<file path="src/rtl/instr_fetch.sv">
// Instruction fetch stage: issues sequential word fetches to a synchronous memory and buffers
// returning instructions in a 2-entry FIFO, with redirect flush and backpressure handling.
module instr_fetch #(
  parameter int unsigned       ADDR_W   = 7,
  parameter int unsigned       DATA_W   = 32,
  parameter logic [ADDR_W-1:0] RESET_PC = '0
) (
  input  logic              clk_i,
  input  logic              rst_ni,
  input  logic              fetch_en_i,
  input  logic              redirect_valid_i,
  input  logic [ADDR_W-1:0] redirect_pc_i,
  output logic              imem_en_o,
  output logic [ADDR_W-1:0] imem_addr_o,
  input  logic [DATA_W-1:0] imem_data_i,
  output logic              out_valid_o,
  input  logic              out_ready_i,
  output logic [DATA_W-1:0] out_instr_o,
  output logic [ADDR_W-1:0] out_pc_o
);

  logic [ADDR_W-1:0] fetch_pc_q, fetch_pc_d;
  logic              inflight_q, inflight_d;
  logic [ADDR_W-1:0] inflight_pc_q, inflight_pc_d;
  logic [1:0]        count_q, count_d;
  logic [ADDR_W-1:0] head_pc_q, head_pc_d;
  logic [DATA_W-1:0] head_instr_q, head_instr_d;
  logic [ADDR_W-1:0] tail_pc_q, tail_pc_d;
  logic [DATA_W-1:0] tail_instr_q, tail_instr_d;

  logic       out_fire;
  logic       push;
  logic       issue;
  logic [2:0] occupancy;

  assign out_valid_o = (count_q != 2'd0);
  assign out_fire    = out_valid_o & out_ready_i;
  assign out_pc_o    = head_pc_q;
  assign out_instr_o = head_instr_q;
  assign imem_addr_o = fetch_pc_q;

  // Slots already claimed once this cycle's pop is accounted for; out_fire implies count >= 1.
  assign occupancy = {1'b0, count_q} + {2'b00, inflight_q} - {2'b00, out_fire};
  assign issue     = fetch_en_i & ~redirect_valid_i & (occupancy < 3'd2);
  assign push      = inflight_q & ~redirect_valid_i;

  // Gated so that no fetch request escapes while reset is held.
  assign imem_en_o = issue & rst_ni;

  always_comb begin
    fetch_pc_d    = fetch_pc_q;
    inflight_d    = 1'b0;
    inflight_pc_d = inflight_pc_q;
    count_d       = count_q;
    head_pc_d     = head_pc_q;
    head_instr_d  = head_instr_q;
    tail_pc_d     = tail_pc_q;
    tail_instr_d  = tail_instr_q;

    if (redirect_valid_i) begin
      fetch_pc_d = redirect_pc_i;
      count_d    = 2'd0;
    end else begin
      if (issue) begin
        inflight_d    = 1'b1;
        inflight_pc_d = fetch_pc_q;
        fetch_pc_d    = fetch_pc_q + ADDR_W'(1);
      end

      unique case ({push, out_fire})
        2'b01: begin
          head_pc_d    = tail_pc_q;
          head_instr_d = tail_instr_q;
          count_d      = count_q - 2'd1;
        end
        2'b10: begin
          if (count_q == 2'd0) begin
            head_pc_d    = inflight_pc_q;
            head_instr_d = imem_data_i;
          end else begin
            tail_pc_d    = inflight_pc_q;
            tail_instr_d = imem_data_i;
          end
          count_d = count_q + 2'd1;
        end
        2'b11: begin
          if (count_q == 2'd1) begin
            head_pc_d    = inflight_pc_q;
            head_instr_d = imem_data_i;
          end else begin
            head_pc_d    = tail_pc_q;
            head_instr_d = tail_instr_q;
            tail_pc_d    = inflight_pc_q;
            tail_instr_d = imem_data_i;
          end
        end
        default: ;
      endcase
    end
  end

  always_ff @(posedge clk_i or negedge rst_ni) begin
    if (!rst_ni) begin
      fetch_pc_q    <= RESET_PC;
      inflight_q    <= 1'b0;
      inflight_pc_q <= '0;
      count_q       <= 2'd0;
      head_pc_q     <= '0;
      head_instr_q  <= '0;
      tail_pc_q     <= '0;
      tail_instr_q  <= '0;
    end else begin
      fetch_pc_q    <= fetch_pc_d;
      inflight_q    <= inflight_d;
      inflight_pc_q <= inflight_pc_d;
      count_q       <= count_d;
      head_pc_q     <= head_pc_d;
      head_instr_q  <= head_instr_d;
      tail_pc_q     <= tail_pc_d;
      tail_instr_q  <= tail_instr_d;
    end
  end

  count_in_range_a : assert property (@(posedge clk_i) disable iff (!rst_ni)
    count_q <= 2'd2);

  no_push_when_full_a : assert property (@(posedge clk_i) disable iff (!rst_ni)
    (push && count_q == 2'd2) |-> out_fire);

endmodule

</file>
<file path="config.mk">
export PLATFORM = sky130hd
export DESIGN_NAME = instr_fetch
export DESIGN_NICKNAME = d
export VERILOG_FILES = /design/src/rtl/instr_fetch.sv
export SDC_FILE = /design/constraint.sdc
export NUM_CORES = 1
export LEC_CHECK = 0
export CAP_MARGIN = 20
export CORE_UTILIZATION = 30
export DETAILED_ROUTE_END_ITERATION = 10
export PLACE_DENSITY = 0.64
export SLEW_MARGIN = 20
export SYNTH_ARGS = -nofsm -noshare
export SYNTH_HDL_FRONTEND = slang
export SYNTH_SLANG_ARGS = --single-unit
</file>
<file path="constraint.sdc">
create_clock -name clk_i -period 6.4 [get_ports clk_i]
set_clock_uncertainty 0.2 [all_clocks]
set_input_delay 1.92 -clock clk_i [delete_from_list [all_inputs] [get_ports clk_i]]
set_output_delay 1.92 -clock clk_i [all_outputs]
set_load 0.02 [all_outputs]
</file>
==> impl_metrics.tcl <==
set metrics [dict create \
    antenna_found_initial 0 \
    p_comb_share_pct 42.4 \
    yosys_warnings 0 \
    rows 43 \
    cts_max_level 3 \
    syn_area_um2 4230 \
    cts_num_sinks 95 \
    wl_met1_mm 4.06 \
    p_total_mw 2.82 \
    path_class "in2out" \
    worstPathArrival_ns 4.18 \
    drt-total-wl_mm 8.70 \
    holdCritStartpoint "inflight_pc_q[4]" \
    worstReg2RegStart "count_q[1]" \
    grt_max_degree 52 \
    wl_met2_mm 4.09 \
    required_ns 4.28 \
    gp_congestion 0.869 \
    ys_seq_area_share_pct 56.2 \
    cts_buffer_depth 2 \
    hold_path_depth 2 \
    syn_inst 353 \
    yosys-top-cells-area "dfrtp_1 (56%), mux2i_1 (9.7%), mux2_2 (7.7%)" \
    die_w_um 121 \
    finalSetupViolations 0 \
    netlist.area_leader.share_pct 56.2 \
    clkTransAtPathRegs_ns 0.07 \
    timing.rr.end "imem_addr_o[6]" \
    port_buffers 91 \
    fin_crit_sh_pct 98.4 \
    hold_viol 0 \
    drive_gt1_share_pct 16.3 \
    peakVddDrop_mv 0.222 \
    cp-start-kind "primary input" \
    r2r_slack_ns 3.16 \
    period_needed_ns 6.30 \
    p_sw_share_pct 34.7 \
    die_h_um 121 \
    end_kind "primary output" \
    min_path_type "reg2reg" \
    holdBufCountCts 0 \
    die-area_um2 14600 \
    cts-buffers-inserted 9 \
    tritoncts "built" \
    ioPinCount 92 \
    synth_cell_types 33 \
    fin_tns_setup_ns 0 \
    nNetsFinal 492 \
    worstMarginPinSlew_ns 0.787 \
    cpMaxStageDelayCell "clkdlybuf4s50_1" \
    layout_common_cells "dfrtp_1 (95), clkdlybuf4s50_1 (89), nor2_1 (44)" \
    p_clk_share_pct 20.4 \
    seq_power_share_pct 37.2 \
    vias_per_cell 4.69 \
    place_hpwl_mm 5.82 \
    syn_nets 402 \
    outcome "finished, final reports clean" \
    avgSynthCellArea_um2 12.0 \
    insertion_delay_ns 0.34 \
    internal_power_mw 1.84 \
    drt_iter0_drc 137 \
    final_util_pct 40.8 \
    drv_slew 0 \
    cp_max_fo 2 \
    area_delta_synth_final_pct 33.2 \
    layout_commonest_cell "dfrtp_1" \
    crit_chain "clkdlybuf4s50_1 -> nand2b_1 -> inv_1 -> ha_1 -> nand2b_1 -> fa_1 -> xor2_1 -> or3_4 -> inv_2 -> and2_1 -> buf_4" \
    initial_core_util_pct 30.6 \
    postCtsSetupBuffers 0 \
    wl_per_cell_um 13.9 \
    synth_area_leader_cell "dfrtp_1" \
    critPathBufInv 4 \
    grtUsageTotal_pct 12.7 \
    maxUsedRoutingLayer "met4" \
    power.switching_mw 0.979 \
    max_freq_mhz 159 \
    worst_path_most_repeated_cell "nand2b_1" \
    grt-ovfl-total 0 \
    holdWs_ns 0.293 \
    cp_top_family "simple AND/OR/NAND/NOR gates" \
    ant_nets 0 \
    final_area_um2 5640 \
    diodes 0 \
    cts_root_buf "clkbuf_16" \
    leakagePower_nw 2.70 \
    max_slew_margin_pct 47.4 \
    met3_length_um 386 \
    placed_cell_area_um2 5310 \
    synth_seq_cells 95 \
    maxCapViolations 0 \
    firstDrtPassIters 4 \
    drc_errors 0 \
    rsz0062_at_grt "no" \
    dr_total_vias 2947 \
    power_density_nw_per_um2 501 \
    core-area_um2 13800 \
    grt_pass1_vias 2963 \
    grt_first_pass_wirelength_mm 14.3 \
    worstHoldEndpoint "inflight_pc_q[4]" \
    reg2regPathDepth 12 \
    max_stage_delay_ns 0.42 \
]
cell usage after synthesis:
master	count
inv_1	7
o311ai_0	5
ha_1	4
nor4_1	1
buf_2	10
a221o_1	2
mux2_2	29
nand2b_1	2
xor2_1	1
a211oi_1	2
mux2i_1	41
a21oi_1	41
o311ai_2	1
nor3_1	1
inv_2	1
o21ai_0	2
nor2_1	44
nand2b_4	1
or3_4	1
buf_6	3
buf_4	3
clkbuf_1	5
and2_1	1
o21bai_4	1
nand2_1	28
dfrtp_1	95
mux2_4	10
a21oi_2	1
buf_8	1
nand3_1	4
fa_1	1
a22oi_1	1
xnor2_1	3
per-layer routing:
metal	track usage, %	vias up
li1	-	1406
met1	16.3	1456
met2	20.5	72
met3	2.74	13
met4	5.94	0
met5	0	-
how the worst max path moves through the flow:
stage	slack [ns]	from	cells past startpoint	to
finish	0.1	out_ready_i	11	imem_en_o
global route	0.005	out_ready_i	11	imem_en_o
CTS	0.06	out_ready_i	11	imem_en_o
detailed placement	-0.39	out_ready_i	11	imem_en_o
global placement	-0.34	out_ready_i	11	imem_en_o
floorplan	0.31	out_ready_i	11	imem_en_o
stage by stage:
stage / setup slack [ns] / std cells
6_report: 0.0995 / 628
5_1_grt: 0.00505 / 628
3_5_place_dp: -0.387 / 612
2_1_floorplan: 0.314 / 353
3_3_place_gp: -0.339 / 612
4_1_cts: 0.0620 / 628
tightest hold or removal path, delay by kind of cell, from the launching register on:
kind	cells	cell delay (ns)
and+or+nand+nor	2	0.10
DFF	1	0.36
state kept, by name, summed over array words and instances (netlist names):
register,count
tail_pc_q,7
imem_addr_o,7
inflight_pc_q,7
out_instr_o,32
out_pc_o,7
inflight_q,1
tail_instr_q,32
count_q,2
logic make-up after synthesis:
group	after synthesis	synth area share (%)
AO/OA/AOI/OAI	56	8.16
XOR/XNOR	4	0.828
adder cells (fa/ha/maj)	5	1.66
buffers and inverters	30	4.02
flip-flops	95	56.2
multiplexers	80	21.0
AND/OR/NAND/NOR	83	8.16
layout make-up:
class / instances / area (um2)
Clock inverter: 5 / 81.3
Timing Repair Buffer: 101 / 981
Clock buffer: 11 / 243
Inverter: 8 / 30.0
Tap cell: 180 / 225
Multi-Input combinational cell: 228 / 1700
Fill cell: 1322 / 8190
Sequential cell: 95 / 2380
repair_timing:
action,in CTS,in global routing
pin swaps,0,0
endpoints found under the setup margin,1,1
gates cloned,0,0
gates resized for setup,4,1
hold endpoints to repair,0,0
power by group through the flow:
stage	sequential (mW)	clock [mW]	combinational (mW)
floorplan	1.19	0	0.602
global placement	1.05	0	1.18
detailed placement	1.06	0	1.21
CTS	1.05	0.599	1.21
global route	1.09	0.620	1.32
finish	1.05	0.576	1.20
Power figures use the tool's default switching activity.
